$ cat src/rtl/fifo_pkg.sv
// Shared definitions for the FIFO pointer controller and its read port.
// Provides the default stack geometry and a helper that sizes occupancy
// counters able to hold every value from 0 up to a given depth.
package fifo_pkg;

    localparam int unsigned STACK_WIDTH     = 8;
    localparam int unsigned STACK_HEIGHT    = 16;
    localparam int unsigned STACK_PTR_WIDTH = 4;

    // Width needed to count 0..depth inclusive.
    function automatic int unsigned buf_cnt_w(input int unsigned depth);
        return $clog2(depth + 1);
    endfunction

endpackage

$ cat src/rtl/fifo_out_buf.sv
// Small circular output buffer for the FIFO read port.
// Ports:
//   clk, rst        clock and synchronous active-low reset
//   push, push_data write push_data at the tail
//   pop             drop the head entry
//   head_data       word at the head (valid when valid==1)
//   valid           buffer holds at least one entry
//   count           number of entries held
// The caller guarantees no push when full and no pop when empty.
module fifo_out_buf
    import fifo_pkg::*;
#(
    parameter int unsigned width     = STACK_WIDTH,
    parameter int unsigned depth     = 2,
    parameter int unsigned cnt_width = buf_cnt_w(depth)
) (
    input  logic                 clk,
    input  logic                 rst,
    input  logic                 push,
    input  logic [width-1:0]     push_data,
    input  logic                 pop,
    output logic [width-1:0]     head_data,
    output logic                 valid,
    output logic [cnt_width-1:0] count
);

    localparam int unsigned PTR_W = (depth > 1) ? $clog2(depth) : 1;

    logic [width-1:0] mem [depth];
    logic [PTR_W-1:0] head;
    logic [PTR_W-1:0] tail;

    // Explicit wrap so non-power-of-two depths work too.
    function automatic logic [PTR_W-1:0] next_ptr(input logic [PTR_W-1:0] p);
        return (p == PTR_W'(depth - 1)) ? '0 : p + PTR_W'(1);
    endfunction

    always_ff @(posedge clk) begin
        if (!rst) begin
            head  <= '0;
            tail  <= '0;
            count <= '0;
            for (int unsigned i = 0; i < depth; i++) begin
                mem[i] <= '0;
            end
        end else begin
            if (push) begin
                mem[tail] <= push_data;
                tail      <= next_ptr(tail);
            end
            if (pop) begin
                head <= next_ptr(head);
            end
            case ({push, pop})
                2'b10:   count <= count + cnt_width'(1);
                2'b01:   count <= count - cnt_width'(1);
                default: count <= count;
            endcase
        end
    end

    assign head_data = mem[head];
    assign valid     = (count != '0);

endmodule

$ cat src/rtl/fifo_read_port.sv
// Read-side drain engine for the FIFO pointer controller.
// Issues read_from_stack whenever the stack holds data and the output buffer
// (including the read in flight) has room, captures the word the registered
// RAM returns one cycle later, and presents it as a valid/ready stream.
// Ports:
//   clk, rst         clock and synchronous active-low reset
//   stack_empty      empty flag from the FIFO controller
//   read_from_stack  read request to the controller
//   rd_data          RAM data, valid one cycle after read_from_stack
//   out_data         head-of-buffer word
//   out_valid        out_data is valid
//   out_ready        downstream accepts out_data
//   buf_level        buffered entries, excluding the read in flight
module fifo_read_port
    import fifo_pkg::*;
#(
    parameter int unsigned stack_width   = STACK_WIDTH,
    parameter int unsigned buf_depth     = 2,
    parameter int unsigned buf_cnt_width = buf_cnt_w(buf_depth)
) (
    input  logic                     clk,
    input  logic                     rst,
    input  logic                     stack_empty,
    output logic                     read_from_stack,
    input  logic [stack_width-1:0]   rd_data,
    output logic [stack_width-1:0]   out_data,
    output logic                     out_valid,
    input  logic                     out_ready,
    output logic [buf_cnt_width-1:0] buf_level
);

    localparam logic [buf_cnt_width:0] DEPTH = (buf_cnt_width + 1)'(buf_depth);

    logic                   inflight;
    logic                   pop;
    logic [buf_cnt_width:0] occ;

    assign pop = out_valid & out_ready;

    // One extra bit so buffered + in-flight never overflows the compare.
    assign occ = {1'b0, buf_level} + {{buf_cnt_width{1'b0}}, inflight};

    // A full buffer may still issue when the head leaves this cycle; the
    // returned word then lands in the slot freed by the pop.
    always_comb begin
        read_from_stack = rst & ~stack_empty &
                          ((occ < DEPTH) | ((occ == DEPTH) & pop));
    end

    always_ff @(posedge clk) begin
        if (!rst) begin
            inflight <= 1'b0;
        end else begin
            inflight <= read_from_stack;
        end
    end

    fifo_out_buf #(
        .width     (stack_width),
        .depth     (buf_depth),
        .cnt_width (buf_cnt_width)
    ) u_out_buf (
        .clk       (clk),
        .rst       (rst),
        .push      (inflight),
        .push_data (rd_data),
        .pop       (pop),
        .head_data (out_data),
        .valid     (out_valid),
        .count     (buf_level)
    );

endmodule

$ cat config.mk
export PLATFORM = sky130hd
export DESIGN_NAME = fifo_read_port
export DESIGN_NICKNAME = d
export VERILOG_FILES = /design/src/rtl/fifo_pkg.sv /design/src/rtl/fifo_out_buf.sv /design/src/rtl/fifo_read_port.sv
export SDC_FILE = /design/constraint.sdc
export NUM_CORES = 1
export LEC_CHECK = 0
export BUFFER_PORTS_ARGS = -buffer_cell sky130_fd_sc_hd__buf_2
export CAP_MARGIN = 20
export CORE_MARGIN = 2
export CORE_UTILIZATION = 45
export DETAILED_ROUTE_END_ITERATION = 10
export GPL_ROUTABILITY_DRIVEN = 0
export PLACE_DENSITY = 0.75
export SETUP_SLACK_MARGIN = 0.2
export SYNTH_ARGS = -nofsm -noshare
export SYNTH_HDL_FRONTEND = slang
export SYNTH_SLANG_ARGS = --single-unit
$ cat constraint.sdc
create_clock -name clk -period 1.35 [get_ports clk]
set_input_delay 0.2025 -clock clk [delete_from_list [all_inputs] [get_ports clk]]
set_output_delay 0.2025 -clock clk [all_outputs]
set_load 0.05 [all_outputs]
==> results.ini <==
[outcome]
status=finished, violations left
violations=negative setup slack

[power_and_ir_drop]
power_density_mw_per_mm2=1835
irDropWorstVdd_uv=1607
p_leak_nw=0.7173
total_power_mw=3.083

[cells_and_area]
drive_gt1_share_pct=73.77
fillerInstances=139
antennaDiodeCount=0
finalNetCount=140
stdcell_area_sq_mm=0.001680
final_common_cell=edfxtp_1
mostFrequentLayoutCells=edfxtp_1, and2_4, buf_6, buf_2, buf_8
synthToLayoutAreaGrowth_pct=66.83
post-route-util_pct=77.45

[placement]
portBuffers=23
dp_hpwl_mm=1.340
place_area_sq_mm=0.001301

[drt]
wirelength_mm=2.301
via_per_inst=4.840
highest_layer=met4
antenna_left=0
drc=0
drt-initial-drc-count=3
wl_met1_microns=838
wl_per_cell_microns=15.34
vias=726
drt_pass1_iterations=3
wl_met2_mm=1.376
wl_met3_microns=53

[grt]
grt-ovfl-total=0
grt.total_usage_pct=18.59
grt_first_pass_wirelength_mm=3.450
antenna_found_initial=0
grt_pass1_vias=774
grt_max_degree=12

[floorplanning]
die_x_microns=51.31
core_area_sq_mm=0.002170
die_area_sq_mm=0.002633
num_rows=17
start_util_pct=46.42
io_pins=24
die_h_microns=51.31

[clock_network]
cts_tree=yes
postCtsHoldBufs=0
cts.clk_slew.worst_paths_ns=0.12
cts_root_buffer=clkbuf_4
clockBufferDepth=2
clock_latency_ns=0.30
htreeDepth=1
cts.sinks=22
cts-buffers-inserted=3

[worst_setup_path]
reg2regPathDepth=7
r2r_slack_ns=-0.25
cp.required_ns=1.15
setup.worst_path.end_class=output port
arrival_ns=1.58
startpoint_type=register
r2r_end=u_out_buf.count[1]$_SDFFE_PN0P_
crit_path_end=read_from_stack
crit_start=u_out_buf.count[0]$_SDFFE_PN0P_
worstReg2RegStart=u_out_buf.count[0]$_SDFFE_PN0P_
criticalPathCategory=reg2out
path_max_fanout=2

[yosys]
syn_area_sq_mm=0.001007
synth_fp_nets=94
ys_seq_elements=22
ys_warn_count=0
synth_top_area_share_pct=47.70
syn_avg_cell_area_sq_um=12.91
ys_types=21
yosys.area.top_type=edfxtp_1
synthTopCellsByArea=edfxtp_1, and2_1, dfxtp_1, mux2_2, ha_1
syn_inst=78
yosysSeqAreaShare_pct=59.63

[timing]
fin_crit_sh_pct=131.7
hold_slack_ns=0.1032
fmax_ghz=0.5623
slew_violations=0
skew_ns=0.0006710
min_period_ns=1.779
hold_viol_final=0
rsz0062_at_grt=yes
worst_pin_slew_ns=0.2145
setup_slack_ns=-0.4285
setup_viol=29
relSlewSlack_pct=85.70

[min_path]
min_path_type=in2reg

[run]
maxCapViolCount=0

metal layers:
| metal | global-route usage [%] | up-vias |
|---|---|---|
| li1 | - | 353 |
| met1 | 19.08 | 354 |
| met2 | 37.45 | 15 |
| met3 | 2.632 | 4 |
| met4 | 6.579 | 0 |
| met5 | 0 | - |
worst max-delay path: stages (launching register included):
cell and delay (ns):
dfxtp_4 0.37, ha_4 0.16, ha_2 0.18, nor2_4 0.12, a31oi_4 0.10, nor3b_4 0.18
buf_6 0.18
flip-flops by register name, indices dropped and copies added (netlist names), named ones only:
name             flops
inflight             1
u_out_buf.tail       1
u_out_buf.head       1
u_out_buf.mem       16
u_out_buf.count      2
power breakdown:
group	switching (mW)	internal, mW
logic	0.883	0.994
registers	0.0694	0.845
clock network	0.188	0.104
total	1.14	1.94
stage by stage:
step | setup WS [ns] | std cells | setup TNS, ns
floorplan | -0.3565 | 78 | -0.5050
global placement | -0.1983 | 137 | -0.5208
detailed placement | -0.2217 | 137 | -0.5803
CTS | -0.4201 | 145 | -2.230
global route | -0.4873 | 150 | -3.965
finish | -0.4285 | 150 | -2.843
final cells by class:
| cell class | count | area, sq um | share of cell area [%] |
|---|---|---|---|
| Tap cell | 28 | 35.03 | 2.085 |
| Clock buffer | 3 | 22.52 | 1.340 |
| Timing Repair Buffer | 44 | 437.9 | 26.06 |
| Inverter | 3 | 11.26 | 0.6701 |
| Multi-Input combinational cell | 50 | 563.0 | 33.51 |
| Sequential cell | 22 | 610.6 | 36.34 |
cell families after synthesis:
kind of cell	count (synthesis)	share of synthesized area, %
simple gates	29	17.52
compound gates	5	3.107
fa+ha+maj	4	4.969
flops	22	59.63
xor+xnor	4	3.479
mux	8	8.944
buf+inv	6	2.360
how the worst min path moves through the flow:
stage,startpoint,endpoint,slack [ns],cells after the start
2_1_floorplan,stack_empty,inflight$_SDFF_PN0_,0.27,1
4_1_cts,stack_empty,inflight$_SDFF_PN0_,0.12,2
6_report,stack_empty,inflight$_SDFF_PN0_,0.10,2
5_1_grt,stack_empty,inflight$_SDFF_PN0_,0.11,2
3_5_place_dp,stack_empty,inflight$_SDFF_PN0_,0.44,2
3_3_place_gp,stack_empty,inflight$_SDFF_PN0_,0.43,2
repair_timing:
action / in CTS / in global routing
setup endpoints to repair: 31 / 47
gates resized for setup: 61 / 20
pin swaps: 6 / 9
setup buffers: 5 / 5
endpoints found under the hold margin: 0 / 0
synth_stat cells:
master,instances
nand2b_1,1
clkbuf_1,2
and3_1,1
nor3b_1,2
xor2_1,2
mux2_2,8
xnor2_1,2
o21ai_0,2
and2_1,20
ha_1,4
buf_2,1
dfxtp_1,6
or3_1,1
inv_1,3
nand2_1,1
a21boi_1,1
nor2_1,2
o21a_1,1
a31oi_1,1
edfxtp_1,16
or2_2,1
Power figures use the tool's default switching activity.
